--- src/rtl/pr_tape_frame_buf.sv ---
`timescale 1ns/1ps
`default_nettype none
// +--------------------------------------------------------------------------+
// | pr_tape_frame_buf: photo-reader frame FIFO feeding the M19/M23 insertion |
// | path with per-word digit bits and strobes. Option: G15_RDR_PARITY_EN.    |
// | Revision: 1.0                                                            |
// +--------------------------------------------------------------------------+
module pr_tape_frame_buf #(
  parameter int DEPTH = 4
) (
  input  logic       CLOCK,
  input  logic       rst,
  input  logic       T0,
  input  logic       IN,
  input  logic       PREC1,
`ifdef G15_RDR_PARITY_EN
  input  logic [5:0] host_data,
`else
  input  logic [4:0] host_data,
`endif
  input  logic       host_valid,
  output logic       host_ready,
  output logic       OA1,
  output logic       OA2,
  output logic       OA3,
  output logic       OA4,
  output logic       DIGIT_OF,
  output logic       CR_TAB_OF,
  output logic       WAIT_OF,
  output logic       STOP_OF,
  output logic       RELOAD_OF,
  output logic       MINUS_OF,
  output logic       RDR_HALT,
  output logic       PARITY_ERR
);

  localparam int            AW         = $clog2(DEPTH);
  localparam logic [AW:0]   FULL_COUNT = (AW+1)'(DEPTH);

  typedef enum logic [1:0] {S_IDLE, S_PRES4, S_PRES1, S_CTRL} state_t;

  logic [4:0]    r_mem [DEPTH];
  logic [AW-1:0] r_wr_ptr, r_rd_ptr;
  logic [AW:0]   r_count;
  logic          w_full, w_empty, w_push, w_pop, w_frame_ok;
  logic [4:0]    w_head;

  state_t        r_state, w_state_nx;
  logic [3:0]    r_oa, w_oa_nx;
  logic [3:0]    r_digit, w_digit_nx;
  logic [1:0]    r_bit_idx, w_bit_nx;
  logic [5:0]    r_strb, w_strb_nx;   // {DIGIT, CR_TAB, WAIT, STOP, RELOAD, MINUS}
  logic          r_halt, w_halt_nx;

  assign w_full     = (r_count == FULL_COUNT);
  assign w_empty    = (r_count == '0);
  assign host_ready = ~w_full;
  assign w_head     = r_mem[r_rd_ptr];

`ifdef G15_RDR_PARITY_EN
  logic r_parity_err;
  assign w_frame_ok = ^host_data;
  assign PARITY_ERR = r_parity_err;

  always_ff @(posedge CLOCK or posedge rst) begin
    if (rst)
      r_parity_err <= 1'b0;
    else if (host_valid && host_ready && !w_frame_ok)
      r_parity_err <= 1'b1;
  end
`else
  assign w_frame_ok = 1'b1;
  assign PARITY_ERR = 1'b0;
`endif

  // A bad-parity frame completes the handshake but never reaches the FIFO.
  assign w_push = host_valid & host_ready & w_frame_ok;

  always_ff @(posedge CLOCK) begin
    if (w_push)
      r_mem[r_wr_ptr] <= host_data[4:0];
  end

  always_ff @(posedge CLOCK or posedge rst) begin
    if (rst) begin
      r_wr_ptr <= '0;
      r_rd_ptr <= '0;
      r_count  <= '0;
    end else begin
      if (w_push) r_wr_ptr <= r_wr_ptr + AW'(1);
      if (w_pop)  r_rd_ptr <= r_rd_ptr + AW'(1);
      case ({w_push, w_pop})
        2'b10:   r_count <= r_count + (AW+1)'(1);
        2'b01:   r_count <= r_count - (AW+1)'(1);
        default: r_count <= r_count;
      endcase
    end
  end

  always_ff @(posedge CLOCK or posedge rst) begin
    if (rst) begin
      r_state   <= S_IDLE;
      r_oa      <= '0;
      r_digit   <= '0;
      r_bit_idx <= '0;
      r_strb    <= '0;
      r_halt    <= 1'b0;
    end else begin
      r_state   <= w_state_nx;
      r_oa      <= w_oa_nx;
      r_digit   <= w_digit_nx;
      r_bit_idx <= w_bit_nx;
      r_strb    <= w_strb_nx;
      r_halt    <= w_halt_nx;
    end
  end

  always_comb begin
    w_state_nx = r_state;
    w_oa_nx    = r_oa;
    w_digit_nx = r_digit;
    w_bit_nx   = r_bit_idx;
    w_strb_nx  = r_strb;
    w_halt_nx  = r_halt & IN;
    w_pop      = 1'b0;
    if (T0) begin
      if (!IN) begin
        w_state_nx = S_IDLE;
        w_oa_nx    = '0;
        w_strb_nx  = '0;
      end else if (r_state == S_PRES1 && r_bit_idx != 2'd0) begin
        w_bit_nx = r_bit_idx - 2'd1;
        w_oa_nx  = {3'b000, r_digit[w_bit_nx]};
      end else begin
        // End of any presentation word falls straight into a fresh pop.
        w_state_nx = S_IDLE;
        w_oa_nx    = '0;
        w_strb_nx  = '0;
        if (!r_halt && !w_empty) begin
          w_pop = 1'b1;
          if (w_head[4]) begin
            w_digit_nx   = w_head[3:0];
            w_strb_nx[5] = 1'b1;
            if (PREC1) begin
              w_state_nx = S_PRES1;
              w_bit_nx   = 2'd3;
              w_oa_nx    = {3'b000, w_head[3]};
            end else begin
              w_state_nx = S_PRES4;
              w_oa_nx    = w_head[3:0];
            end
          end else begin
            case (w_head[3:0])
              4'h1: begin w_strb_nx[0] = 1'b1; w_state_nx = S_CTRL; end
              4'h2,
              4'h3: begin w_strb_nx[4] = 1'b1; w_state_nx = S_CTRL; end
              4'h4: begin w_strb_nx[2] = 1'b1; w_state_nx = S_CTRL; w_halt_nx = 1'b1; end
              4'h5: begin w_strb_nx[1] = 1'b1; w_state_nx = S_CTRL; end
              4'h7: begin w_strb_nx[3] = 1'b1; w_state_nx = S_CTRL; end
              default: w_state_nx = S_IDLE;
            endcase
          end
        end
      end
    end
  end

  assign OA1       = r_oa[0];
  assign OA2       = r_oa[1];
  assign OA3       = r_oa[2];
  assign OA4       = r_oa[3];
  assign DIGIT_OF  = r_strb[5];
  assign CR_TAB_OF = r_strb[4];
  assign STOP_OF   = r_strb[2];
  assign WAIT_OF   = r_strb[3];
  assign RELOAD_OF = r_strb[1];
  assign MINUS_OF  = r_strb[0];
  assign RDR_HALT  = r_halt;

endmodule
`default_nettype wire

--- config.mk ---
export PLATFORM = sky130hd
export DESIGN_NAME = pr_tape_frame_buf
export DESIGN_NICKNAME = d
export VERILOG_FILES = /design/src/rtl/pr_tape_frame_buf.sv
export SDC_FILE = /design/constraint.sdc
export NUM_CORES = 1
export LEC_CHECK = 0
export ABC_AREA = 1
export BUFFER_PORTS_ARGS = -buffer_cell sky130_fd_sc_hd__buf_2
export CORE_UTILIZATION = 53
export DETAILED_ROUTE_END_ITERATION = 7
export PLACE_DENSITY = 0.73
export SLEW_MARGIN = 5
export SYNTH_ARGS = -nofsm -noshare
export SYNTH_HDL_FRONTEND = slang
export SYNTH_SLANG_ARGS = --single-unit
--- constraint.sdc ---
create_clock -name CLOCK -period 5.95 [get_ports CLOCK]
set_input_delay 1.19 -clock CLOCK [delete_from_list [all_inputs] [get_ports CLOCK]]
set_output_delay 1.19 -clock CLOCK [all_outputs]
set_load 0.1 [all_outputs]
# == Yosys cells after proc, flatten, opt, wreduce, memory -nomap -nowiden ==
# Memory sizes are Yosys's and may differ from the RTL's.
# Cells that the tools add are included.
# classes
n_addsub,5
n_lt_le_gt_ge,1
n_eq_ne,11
mux,40
bitwise,4
n_reduce_logical,15
# op_table
operator,n
two-way mux 2 bit,10
two-way mux 4 bit,5
two-way mux 1 bit,19
two-way mux 6 bit,3
"== test 4 x 3 -> 1 bit, second input constant",3
AND reduction 5 bit,2
nonzero test 2 bit,5
"== test 4 x 2 -> 1 bit, second input constant",2
case mux 3 bit (2 select lines),1
OR reduction 6 bit,1
two-way mux 5 bit,1
"adder 2 x 1 -> 2 bit, second input constant",2
"== test 2 bit, second input constant",2
"== test 4 x 1 -> 1 bit, second input constant",1
"adder 3 x 1 -> 3 bit, second input constant",1
"== test 3 bit, second input constant",1
logical NOT 3 bit,1
"less-than comparator 2 x 3 -> 1 bit, second input constant",1
"subtractor 3 x 1 -> 3 bit, second input constant",1
AND 1 bit,2
binary-select mux 1 bit (select 2 bit),1
"== test 2 x 1 -> 1 bit, second input constant",1
logical AND 1 bit,2
logical NOT 1 bit,2
5 further kinds,6
# word_totals
regBits,26
ram_bits,20
wordCells,86
mem_count,1
# mem_list
name,words,word_bits,read_ports,rd_ports_with_merged_regs,write_ports,line_no,rtl
r_mem,4,5,1,0,1,42,logic [4:0] r_mem [DEPTH];

# == Depth between registers and ports, before layout ==
# logic_depth
depth_word,9
ltp_mapped,11
depth_no_buf,10

# == Least setup slack after synthesis ==
# OpenSTA, ideal clock, no wires.
# synth_timing
path_type,flip-flop to flip-flop
from,register r_count[1]
to,register r_count[2]
setup_ns,0.125
t_arrival_ns,2.783
required_time_ns,5.825
slack_ns,3.042
stages_incl_launch_ff,10
path_buffers,0
synth_period_minus_slack_ns,2.908
cell_sequence,dfrtp_1 inv_1 nand3_1 nand2_1 ha_1 inv_1 fa_1 a21oi_1 o21ai_0 xnor2_1
# synth_via
elab_cells_between_ends,16
cone_classes,2 x add/sub; 3 x eq/ne; 5 x mux; 2 x bitwise; 4 x reduce/logical
# synth_rtl
element,line_no,rtl
from (decl),44,logic [AW:0] r_count;
from (signal assigned),93,2'b10: r_count <= r_count + (AW+1)'(1);
from (signal assigned),94,2'b01: r_count <= r_count - (AW+1)'(1);
from (signal assigned),95,default: r_count <= r_count;
== test 3 bit (*),55,assign w_full = (r_count == FULL_COUNT);
inverter 1 bit (*),57,assign host_ready = ~w_full;
via host_ready,22,"output logic host_ready,"
AND 1 bit (*),77,assign w_push = host_valid & host_ready & w_frame_ok;
== test 2 x 1 -> 1 bit or == test 2 bit (tied branches),92,"case ({w_push, w_pop})"
case mux 3 bit (2 select lines) or nonzero test 2 bit (tied branches),n/a,
# The timed path passes the listed nets; every way through them passes the cells marked *.
# A chain may end at the register's enable or synchronous reset.

# == Final worst setup path ==
# layout_timing
from,input port T0
to,register r_count[2]
# layout_via
elab_chain_cells,3
elab_cells_between_ends,5
cone_classes,2 x eq/ne; 2 x mux; 1 x reduce/logical
# layout_rtl
element,line_no,rtl
from (decl),13,"input logic T0,"
two-way mux 1 bit (*),126,if (T0) begin
via w_pop,45,"logic w_full, w_empty, w_push, w_pop, w_frame_ok;"
== test 2 x 1 -> 1 bit or == test 2 bit (tied branches),92,
case mux 3 bit (2 select lines) or nonzero test 2 bit (tied branches),n/a,
# Marked as above.

==> results.tsv <==
stage	metric	value	unit
sta	max-slew violation count	0	
worst_setup_path	Crit. End Element	flip-flop	
drt	Post-Route WL	4019	um
final_layout	share of layout cells above drive strength 1	17.87	%
worst_setup_path	slowest CP cell	nor3_4	
floorplanning	Std-Cell Rows	23	
clock_network	TritonCTS clock tree	yes	
worst_setup_path	Crit Path Max Fanout	10	
clock_network	CTS resizes	0	
drt	Avg WL per Cell	12.84	um
worst_hold_path	min-delay src	r_strb[1]	
synth	main flop type after synthesis	dfrtp_1	
worst_setup_path	critical path class	in -> reg	
worst_hold_path	HP Class	reg -> reg	
worst_hold_path	worst hold endpoint	r_strb[1]	
global_routing	total track usage	21.01	%
drt	via count	1608	
final_layout	Final Cell Area	0.002455	mm2
placed_design	dpl hpwl	2901	um
placed_design	Placed Area	0.002374	mm2
worst_setup_path	flop-to-flop setup slack	3.51	ns
synth	register area share after synthesis	55.99	%
sta	RSZ-0062 raised after global routing	no	
clock_network	Num CTS Buffers	5	
clock_network	clock sink count	46	
worst_setup_path	crit path DAT	2.87	ns
worst_setup_path	Buf/Inv on CP	2	
sta	Final Cycle Share	45.13	%
sta	Worst Max-Slew Pin Slew	0.9703	ns
clock_network	root buffer cell	clkbuf_8	
sta	post-route setup TNS	0	ns
floorplanning	overall die width	66.94	um
drt	Detailed Routing Iterations Pass 1	4	
floorplanning	# IOs	24	
synth	Seq cells post-synth	46	
clock_network	worst-skew pair later-pin latency	0.30	ns
power_and_ir_drop	Pwr Density	532.5	mW/mm2
clock_network	clock-pin slew on the worst setup and hold paths	0.09	ns
global_routing	global-route wire length before repair	6679	um
sta	final-report hold violation count	0	
power_and_ir_drop	VDD IR max	0.2557	mV
outcome	status	finished clean	
clock_network	CTS hold repair buffers	0	
sta	Slew Limit Headroom	35.24	%
drt	Iter 0 DRT Violations	92	
placed_design	pre-CTS setup slack	2.922	ns
worst_hold_path	hold path cells	2	
synth	Synth top cells by count	83 x nand2_1, 26 x dfrtp_1, 20 x edfxtp_1, 20 x inv_1, 18 x nand3_1	
sta	Post-Route Skew	0.01246	ns
power_and_ir_drop	leakage	1.214	nW
final_layout	n_diodes	0	
floorplanning	initial core utilization	55.47	%
worst_setup_path	crit-path cells	buf_2 -> nand2_1 -> nor3_4 -> ha_1 -> inv_1 -> fa_1 -> a21oi_1 -> o21ai_0 -> xnor2_1	
floorplanning	die area	0.004480	mm2
sta	Fmax achieved	0.3724	GHz
synth	most instantiated library cell after synthesis	nand2_1	
job	max-cap viol count	0	
clock_network	CTS max path bufs	2	
sta	hold_ws	0.4805	ns
floorplanning	Core Area	0.004029	mm2
worst_setup_path	delay-heaviest family, CP	adder cells	
sta	fin crit period	2.685	ns
worst_setup_path	CP Launch Type	primary input	
synth	Mapped Area	0.002235	mm2
synth	ys async rst share	56.52	%
worst_setup_path	FF-to-FF path depth	10	
clock_network	H-tree levels	2	
synth	Cell variety after synth	30	
final_layout	Syn-to-layout area delta	9.854	%
synth	Post-Synthesis Cells	237	
sta	PnR worst setup slack	3.265	ns
floorplanning	Die H	66.94	um
synth	Synth area leaders	dfrtp_1 29%, edfxtp_1 27%, nand2_1 14%	
drt	post-route antenna net violation count	0	
placed_design	placer congestion estimate	0.7617	
synth	Ys Warns	0	
worst_setup_path	Worst R2R End	r_count[2]	
worst_setup_path	Worst path max stage delay	0.41	ns
global_routing	initial antenna violation count	0	
drt	vias per std cell	5.137	
worst_setup_path	worst reg2reg startpoint	r_bit_idx[0]	
drt	drc violations	0	
final_layout	final net count	280	
placed_design	Port Buffer Count	22	
worst_setup_path	required time of the critical path	6.14	ns
synth	EDFF count, synth	20	
synth	Synth area leader	dfrtp_1	
global_routing	vias in the first global route	1493	
synth	Yosys top cell area share	29.12	%
synth	average footprint of a synthesized cell	9.429	um2
global_routing	total congestion overflow	0	
clock_network	Setup Buffers After CTS	0	
global_routing	largest net degree at the start of global routing	27	
synth	Syn Nets	255	
sta	setup violators final	0	
[state kept, by name, summed over array words and instances, names as in the netlist]
register and cells:
r_digit 4, r_rd_ptr 2, r_wr_ptr 2, r_strb 6
r_mem 20, r_count 3, r_bit_idx 2, r_oa 4
RDR_HALT 1, r_state 2
[metrics by stage]
step                      utilization, %  cells  total power [mW]
after global placement             58.91    305             1.118
after floorplan                        -    237             1.021
after CTS                          60.93    313             1.312
final                              60.93    313             1.307
after detailed placement           58.91    305             1.132
after global routing               60.93    313             1.403
[cells by family (layout without fill, tap and decap cells)]
family	after synthesis	in the layout	share of synthesized area, %
adders and majority gates	7	7	4.255
DFF	46	46	55.99
other	1	1	0.1678
xor gates and xnor gates	5	5	1.960
and+or+nand+nor	132	132	27.04
AOI/OAI and AO/OA	17	17	4.759
buffers and inverters	29	55	5.823
[per-layer routing]
metal / part of all wire [%] / vias up / track usage [%] / wire, um
met1: 46 / 759 / 26.14 / 1859
li1: - / 808 / - / -
met3: 3.4 / 6 / 3.596 / 137
met4: 1.4 / 0 / 8.777 / 56
met2: 49 / 35 / 35.73 / 1966
met5: 0 / - / 0 / 0
[layout by cell type, fill, tap and decap left out, types with 5 or more instances in the layout]
master,instances
dfrtp_1,26
nand3_1,18
o21ai_1,5
edfxtp_1,20
o21ai_0,5
nor2_1,14
clkbuf_8,5
nand2_1,83
inv_1,20
ha_1,6
buf_2,22
[layout make-up]
class                   instances  area [um2]
inverters                      25       96.34
repair buffers                 22       110.1
well taps                      50       62.56
flip-flops and latches         46        1251
clock inverters                 2       8.758
fillers                       353        1574
clock buffers                   6       72.57
multi-input cells             162       853.3
[how the worst max path moves through the flow]
stage                     slack [ns]  cells after the start       start    endpoint
after floorplan                 3.04                      9  r_count[1]  r_count[2]
after global placement          2.98                      9          T0  r_count[2]
after detailed placement        2.92                      9          T0  r_count[2]
after CTS                       3.24                      9          IN  r_count[2]
after global routing            3.14                      9          T0  r_count[2]
final                           3.26                      9          T0  r_count[2]
[worst reg2reg max path: stages, from the launching register on]
cell and delay, ns:
dfrtp_1 0.44, inv_1 0.12, ha_1 0.21, nor3_4 0.09
nor3_4 0.42, ha_1 0.23, inv_1 0.07, fa_1 0.37
a21oi_1 0.14, o21ai_0 0.11, xnor2_1 0.13
[power breakdown]
group / total [mW] / switching, mW / leakage [nW] / internal (mW)
registers: 0.502 / 0.0751 / 0.517 / 0.427
clock network: 0.181 / 0.100 / 0.0426 / 0.0809
logic: 0.624 / 0.456 / 0.655 / 0.168
(Power assumes the default switching activity.)
